File: config.mk
export PLATFORM = sky130hd
export DESIGN_NAME = axi_10g_ethernet_0_gt_reset_sequencer
export DESIGN_NICKNAME = d
export VERILOG_FILES = /design/src/rtl/axi_10g_ethernet_0_pkg.sv /design/src/rtl/axi_10g_ethernet_0_sync_block.sv /design/src/rtl/axi_10g_ethernet_0_gt_reset_sequencer.sv
export SDC_FILE = /design/constraint.sdc
export NUM_CORES = 1
export LEC_CHECK = 0
export CORE_ASPECT_RATIO = 0.6
export CORE_MARGIN = 2
export CORE_UTILIZATION = 40
export DETAILED_ROUTE_END_ITERATION = 10
export GPL_TIMING_DRIVEN = 0
export SLEW_MARGIN = 20
export SYNTH_ARGS = -nofsm -noshare
export SYNTH_HDL_FRONTEND = slang
export SYNTH_SLANG_ARGS = --single-unit
File: constraint.sdc
create_clock -name coreclk -period 7.4 [get_ports coreclk]
set_input_delay 2.22 -clock coreclk [delete_from_list [all_inputs] [get_ports coreclk]]
set_output_delay 2.22 -clock coreclk [all_outputs]
set_load 0.05 [all_outputs]
File: src/rtl/axi_10g_ethernet_0_pkg.sv
// Shared definitions for the 10G Ethernet GT reset sequencer: state codes,
// default timeouts and the per-state output pattern.
package axi_10g_ethernet_0_pkg;

    localparam int DEFAULT_RST_PULSE_CYCLES = 32;
    localparam int DEFAULT_DONE_TIMEOUT     = 16384;
    localparam int DEFAULT_LOCK_TIMEOUT     = 1048576;

    typedef enum logic [2:0] {
        ST_WAIT_PLL  = 3'd0,
        ST_GT_RESET  = 3'd1,
        ST_WAIT_TX   = 3'd2,
        ST_WAIT_RX   = 3'd3,
        ST_WAIT_LOCK = 3'd4,
        ST_RUN       = 3'd5,
        ST_RX_RESET  = 3'd6
    } seq_state_t;

    typedef struct packed {
        logic gttxreset;
        logic gtrxreset;
        logic txuserrdy;
        logic rxuserrdy;
        logic tx_ready;
        logic rx_ready;
    } gt_ctrl_t;

    // Outputs are a pure function of the state being entered, so the FSM
    // loads them together with the state register.
    function automatic gt_ctrl_t ctrl_for(input seq_state_t s);
        gt_ctrl_t c;
        case (s)
            ST_WAIT_TX:   c = gt_ctrl_t'(6'b001000);
            ST_WAIT_RX:   c = gt_ctrl_t'(6'b001110);
            ST_WAIT_LOCK: c = gt_ctrl_t'(6'b001110);
            ST_RUN:       c = gt_ctrl_t'(6'b001111);
            ST_RX_RESET:  c = gt_ctrl_t'(6'b011010);
            default:      c = gt_ctrl_t'(6'b110000);
        endcase
        return c;
    endfunction

endpackage

File: src/rtl/axi_10g_ethernet_0_sync_block.sv
// Two-flop synchroniser bringing an asynchronous level into the coreclk domain.
module axi_10g_ethernet_0_sync_block (
    input  logic clk,
    input  logic reset,
    input  logic data,
    output logic synced
);

    logic meta;

    always_ff @(posedge clk) begin
        if (reset) begin
            meta   <= 1'b0;
            synced <= 1'b0;
        end else begin
            meta   <= data;
            synced <= meta;
        end
    end

endmodule

File: src/rtl/axi_10g_ethernet_0_gt_reset_sequencer.sv
// GT reset sequencer: waits for QPLL lock, pulses the GT resets, then walks
// TX done, RX done and block lock with timeouts and retries.
module axi_10g_ethernet_0_gt_reset_sequencer
    import axi_10g_ethernet_0_pkg::*;
#(
    parameter int RST_PULSE_CYCLES = DEFAULT_RST_PULSE_CYCLES,
    parameter int DONE_TIMEOUT     = DEFAULT_DONE_TIMEOUT,
    parameter int LOCK_TIMEOUT     = DEFAULT_LOCK_TIMEOUT
) (
    input  logic       coreclk,
    input  logic       reset,
    input  logic       qplllock,
    input  logic       reset_counter_done,
    input  logic       txresetdone,
    input  logic       rxresetdone,
    input  logic       rx_block_lock,
    output logic       gttxreset,
    output logic       gtrxreset,
    output logic       txuserrdy,
    output logic       rxuserrdy,
    output logic       tx_ready,
    output logic       rx_ready,
    output logic [2:0] seq_state,
    output logic [7:0] restart_count
);

    localparam int MAX_A      = (RST_PULSE_CYCLES > DONE_TIMEOUT) ? RST_PULSE_CYCLES : DONE_TIMEOUT;
    localparam int MAX_CYCLES = (MAX_A > LOCK_TIMEOUT) ? MAX_A : LOCK_TIMEOUT;
    localparam int CNT_W      = $clog2(MAX_CYCLES + 1);

    localparam logic [CNT_W-1:0] PULSE_LAST = CNT_W'(RST_PULSE_CYCLES - 1);
    localparam logic [CNT_W-1:0] DONE_LAST  = CNT_W'(DONE_TIMEOUT - 1);
    localparam logic [CNT_W-1:0] LOCK_LAST  = CNT_W'(LOCK_TIMEOUT - 1);

    logic qplllock_sync;
    logic txresetdone_sync;
    logic rxresetdone_sync;
    logic rx_block_lock_sync;

    axi_10g_ethernet_0_sync_block u_sync_qplllock (
        .clk(coreclk), .reset(reset), .data(qplllock), .synced(qplllock_sync)
    );
    axi_10g_ethernet_0_sync_block u_sync_txresetdone (
        .clk(coreclk), .reset(reset), .data(txresetdone), .synced(txresetdone_sync)
    );
    axi_10g_ethernet_0_sync_block u_sync_rxresetdone (
        .clk(coreclk), .reset(reset), .data(rxresetdone), .synced(rxresetdone_sync)
    );
    axi_10g_ethernet_0_sync_block u_sync_rx_block_lock (
        .clk(coreclk), .reset(reset), .data(rx_block_lock), .synced(rx_block_lock_sync)
    );

    seq_state_t       state;
    gt_ctrl_t         ctrl;
    logic [CNT_W-1:0] counter;
    logic [7:0]       restarts;

    // Every transition reloads state, outputs and clears the shared counter;
    // the counter stops at each state's last cycle so it can never wrap.
    always_ff @(posedge coreclk) begin
        if (reset) begin
            state    <= ST_WAIT_PLL;
            ctrl     <= ctrl_for(ST_WAIT_PLL);
            counter  <= '0;
            restarts <= '0;
        end else if (state != ST_WAIT_PLL && !qplllock_sync) begin
            state   <= ST_WAIT_PLL;
            ctrl    <= ctrl_for(ST_WAIT_PLL);
            counter <= '0;
        end else begin
            case (state)
                ST_WAIT_PLL: begin
                    counter <= '0;
                    if (qplllock_sync && reset_counter_done) begin
                        state <= ST_GT_RESET;
                        ctrl  <= ctrl_for(ST_GT_RESET);
                    end
                end
                ST_GT_RESET: begin
                    if (counter == PULSE_LAST) begin
                        state   <= ST_WAIT_TX;
                        ctrl    <= ctrl_for(ST_WAIT_TX);
                        counter <= '0;
                    end else begin
                        counter <= counter + CNT_W'(1);
                    end
                end
                ST_WAIT_TX: begin
                    if (txresetdone_sync) begin
                        state   <= ST_WAIT_RX;
                        ctrl    <= ctrl_for(ST_WAIT_RX);
                        counter <= '0;
                    end else if (counter == DONE_LAST) begin
                        state    <= ST_GT_RESET;
                        ctrl     <= ctrl_for(ST_GT_RESET);
                        counter  <= '0;
                        restarts <= (restarts == 8'hFF) ? restarts : restarts + 8'd1;
                    end else begin
                        counter <= counter + CNT_W'(1);
                    end
                end
                ST_WAIT_RX: begin
                    if (rxresetdone_sync) begin
                        state   <= ST_WAIT_LOCK;
                        ctrl    <= ctrl_for(ST_WAIT_LOCK);
                        counter <= '0;
                    end else if (counter == DONE_LAST) begin
                        state    <= ST_RX_RESET;
                        ctrl     <= ctrl_for(ST_RX_RESET);
                        counter  <= '0;
                        restarts <= (restarts == 8'hFF) ? restarts : restarts + 8'd1;
                    end else begin
                        counter <= counter + CNT_W'(1);
                    end
                end
                ST_WAIT_LOCK: begin
                    if (rx_block_lock_sync) begin
                        state   <= ST_RUN;
                        ctrl    <= ctrl_for(ST_RUN);
                        counter <= '0;
                    end else if (counter == LOCK_LAST) begin
                        state    <= ST_RX_RESET;
                        ctrl     <= ctrl_for(ST_RX_RESET);
                        counter  <= '0;
                        restarts <= (restarts == 8'hFF) ? restarts : restarts + 8'd1;
                    end else begin
                        counter <= counter + CNT_W'(1);
                    end
                end
                ST_RUN: begin
                    counter <= '0;
                    if (!rx_block_lock_sync) begin
                        state <= ST_WAIT_LOCK;
                        ctrl  <= ctrl_for(ST_WAIT_LOCK);
                    end
                end
                ST_RX_RESET: begin
                    if (counter == PULSE_LAST) begin
                        state   <= ST_WAIT_RX;
                        ctrl    <= ctrl_for(ST_WAIT_RX);
                        counter <= '0;
                    end else begin
                        counter <= counter + CNT_W'(1);
                    end
                end
                default: begin
                    state   <= ST_WAIT_PLL;
                    ctrl    <= ctrl_for(ST_WAIT_PLL);
                    counter <= '0;
                end
            endcase
        end
    end

    assign gttxreset     = ctrl.gttxreset;
    assign gtrxreset     = ctrl.gtrxreset;
    assign txuserrdy     = ctrl.txuserrdy;
    assign rxuserrdy     = ctrl.rxuserrdy;
    assign tx_ready      = ctrl.tx_ready;
    assign rx_ready      = ctrl.rx_ready;
    assign seq_state     = state;
    assign restart_count = restarts;

endmodule

==> metrics.md <==
| Metric | Value |
|---|---|
| Startpoint Class | `register` |
| Die footprint | `5910 µm²` |
| First-pass GRT wire length | `7040 µm` |
| Final #Nets | `277` |
| I/O pin total | `24` |
| Die height | `60.3 µm` |
| Routed WL per cell | `12.8 µm` |
| R2r setup slk | `4.63 ns` |
| Sequential power share | `41.7%` |
| Metal3 WL | `134 µm` |
| Clock transition at path regs | `0.08 ns` |
| Placeable Area | `5080 µm²` |
| DP Area | `2420 µm²` |
| Clock buffer count from CTS | `5` |
| # clock sinks | `46` |
| IO buf count | `22` |
| Cells on Worst Hold Path | `1` |
| DPL Wire Length | `3210 µm` |
| Rel. slew slack | `54.2%` |
| Post-synthesis async set-or-reset flop share | `0%` |
| Initial Util | `41.7%` |
| Comb pwr share | `23.9%` |
| Remaining global-route overflow | `0` |
| Critical path peak fanout | `8` |
| WP buf/inv | `1` |
| Placed insts | `327` |
| Gr usage total | `15.2%` |
| Mapped Avg Cell Area | `8.85 µm²` |
| CTS tree | `built` |
| Least-Margin Pin Slew | `0.681 ns` |
| Routed vias | `1691` |
| Post-CTS sizing | `0` |
| Mapped Nets | `248` |
| Fin Setup TNS | `0 ns` |
| Yosys top cell area share | `43.5%` |
| Syn-to-layout area delta | `20.8%` |
| Worst Hold End | `u_sync_rxresetdone.synced` |
| 1st-iter DRT viols | `54` |
| Slew Limit Fails | `0` |
| Finish-stage setup viols | `0` |
| CTS root buffer | `clkbuf_8` |
| Tcrit/Tclk final | `52.1%` |
| Syn Inst Count | `239` |
| Routed WL | `4280 µm` |
| Synth cell types | `41` |
| Hold buffer count at cts | `0` |
| Top layer used by detailed routing | `met4` |
| Slowest CP cell | `clkdlybuf4s50_1` |
| NetSw | `0.191 mW` |
| Hold Fails Final Rpt | `0` |
| Worst skew pair latency | `0.30 ns` |
| GP Congestion | `0.852` |
| Site Rows | `20` |
| Clock power frac | `34.5%` |
| CP required | `5.18 ns` |
| Htree depth | `2` |
| Register bit total from synthesis | `46` |
| Max_cap viols | `0` |
| Design Area, Final | `2560 µm²` |
| Synth Flop Type | `dfxtp_1` |
| Worst stage delay on the critical path | `0.86 ns` |
| Initial antenna violation count | `0` |
| Post-synth top cells | `46 x dfxtp_1, 38 x nor2_1, 17 x nand3_1` |
| Critical path class | `reg2out` |
| Internal power | `0.452 mW` |
| Largest delay share family, worst path | `buffers and inverters` |
| Clk_skew | `0.00800 ns` |
| VDD IR max | `0.0854 mV` |
| Crit path cell chain | `clkdlybuf4s50_1` |
| Max clock buf depth | `2` |
| EDFF count, synth | `0` |
| Fin cells | `335` |
| Switch share | `29.7%` |
| Mapped Area | `2120 µm²` |
| Ant. Diodes | `0` |
| DR WL met2 | `1560 µm` |
| Largest net degree at the start of global routing | `16` |
| Pwr dens | `251 nW/µm²` |
| Routed metal-1 wire length | `2560 µm` |
| Proportion of layout cells with a drive suffix above 1 | `8.18%` |
| Die Wd | `97.9 µm` |
| Most common cell in the netlist | `dfxtp_1` |
| Synth area leaders | `dfxtp_1 44%, nor2_1 6.7%, xnor2_1 6.2%, nand3_1 4.0%, nor2b_1 3.8%` |
| Yosys warns | `0` |
| DRC errors left | `0` |
| R2R cell count | `7` |
| Vias/cell | `5.05` |
| P_leak | `0.833 nW` |
| Min Tclk post-route | `3.86 ns` |
| Hold Path Origin | `u_sync_rxresetdone.meta` |
| Vias in the first global route | `1449` |
| ANT nets after route | `0` |
| Max Clk Rate | `259 MHz` |
| Post-synthesis sequential area ratio | `43.5%` |
| Worst hold path type | `reg2reg` |
| Worst setup EP type | `output pin` |
| Status | `finished clean` |
| RSZ-0062 raised after global routing | `false` |
| Router iterations before antenna repair | `4` |
| Crit Reg-Reg Endpoint | `restart_count[5]` |
| Post-CTS Setup Repair Bufs | `0` |
| Post-synth top area cell | `dfxtp_1` |
| Data arrival time of the worst path | `1.64 ns` |
| Reg2reg start | `counter[0]` |
[worst max path at each step]
stage / from / to / slack [ns] / depth (start not counted)
5_1_grt: seq_state[0] / seq_state[0] / 3.50 / 1
3_5_place_dp: reset / counter[5] / 3.34 / 7
2_1_floorplan: reset / counter[15] / 3.85 / 7
4_1_cts: seq_state[0] / seq_state[0] / 3.54 / 1
6_report: seq_state[0] / seq_state[0] / 3.54 / 1
3_3_place_gp: reset / counter[14] / 3.34 / 7
[flip-flops by register name, summed over array words and instances, names as in the netlist]
register,flops
seq_state,3
gtrxreset,1
u_sync_rxresetdone.synced,1
rx_ready,1
tx_ready,1
u_sync_txresetdone.synced,1
restart_count,8
u_sync_rx_block_lock.synced,1
u_sync_txresetdone.meta,1
txuserrdy,1
gttxreset,1
u_sync_rx_block_lock.meta,1
u_sync_rxresetdone.meta,1
rxuserrdy,1
counter,21
u_sync_qplllock.meta,1
u_sync_qplllock.synced,1
[cell usage in the layout (no fill, tap or decap), types with 2 or more instances in the layout]
cell type,instances
clkbuf_1,8
a21oi_1,9
or2_2,4
o21ai_0,3
a31o_2,2
dfxtp_1,46
clkbuf_8,5
nand2b_1,4
clkdlybuf4s50_1,22
nor2b_1,13
xnor2_1,15
ha_1,2
nor2_1,38
o21a_1,2
mux2i_1,5
o21bai_1,2
bufinv_16,2
or3_1,2
a31oi_1,4
nor3_1,8
nand2_1,9
nand3_1,17
a211oi_1,3
nor3b_1,2
nor4_1,3
and3_1,4
nor4_4,2
inv_1,3
xor2_1,8
mux2_2,3
nand4_1,5
[per-layer routing]
layer | up-vias | track usage [%]
met2 | 23 | 19.4
met4 | 0 | 4.17
met1 | 767 | 24.4
met3 | 4 | 4.15
met5 | - | 0
li1 | 897 | -
[metrics by stage]
step	total power, mW	hold slack [ns]	setup WS, ns	utilization (%)
floorplan	0.390	0.414	3.85	-
global placement	0.428	0.422	3.34	47.6
detailed placement	0.428	0.436	3.34	47.6
CTS	0.651	0.456	3.54	50.3
global route	0.675	0.464	3.50	50.3
finish	0.643	0.453	3.54	50.3
[final cells by class]
type / count / area [µm²]
plain buffers: 9 / 35.0
clock inverters: 3 / 68.8
well taps: 66 / 82.6
repair buffers: 22 / 220
flip-flops and latches: 46 / 921
inverters: 3 / 11.3
clock buffers: 5 / 68.8
multi-input cells: 181 / 1150
fillers: 502 / 2520
[cells by family after synthesis]
kind of cell / Yosys count / share of synthesized area (%)
simple gates: 117 / 30.0
flops: 46 / 43.5
compound gates: 31 / 9.64
xor+xnor: 23 / 9.52
buf+inv: 12 / 2.19
mux: 8 / 3.96
fa+ha+maj: 2 / 1.18
[power groups by stage]
stage	sequential (mW)	clock [mW]	combinational (mW)
after floorplan	0.294	0	0.0965
after global placement	0.273	0	0.155
after detailed placement	0.273	0	0.155
after CTS	0.267	0.229	0.155
after global routing	0.270	0.237	0.168
final	0.268	0.222	0.153
Power figures use the tool's default switching activity.
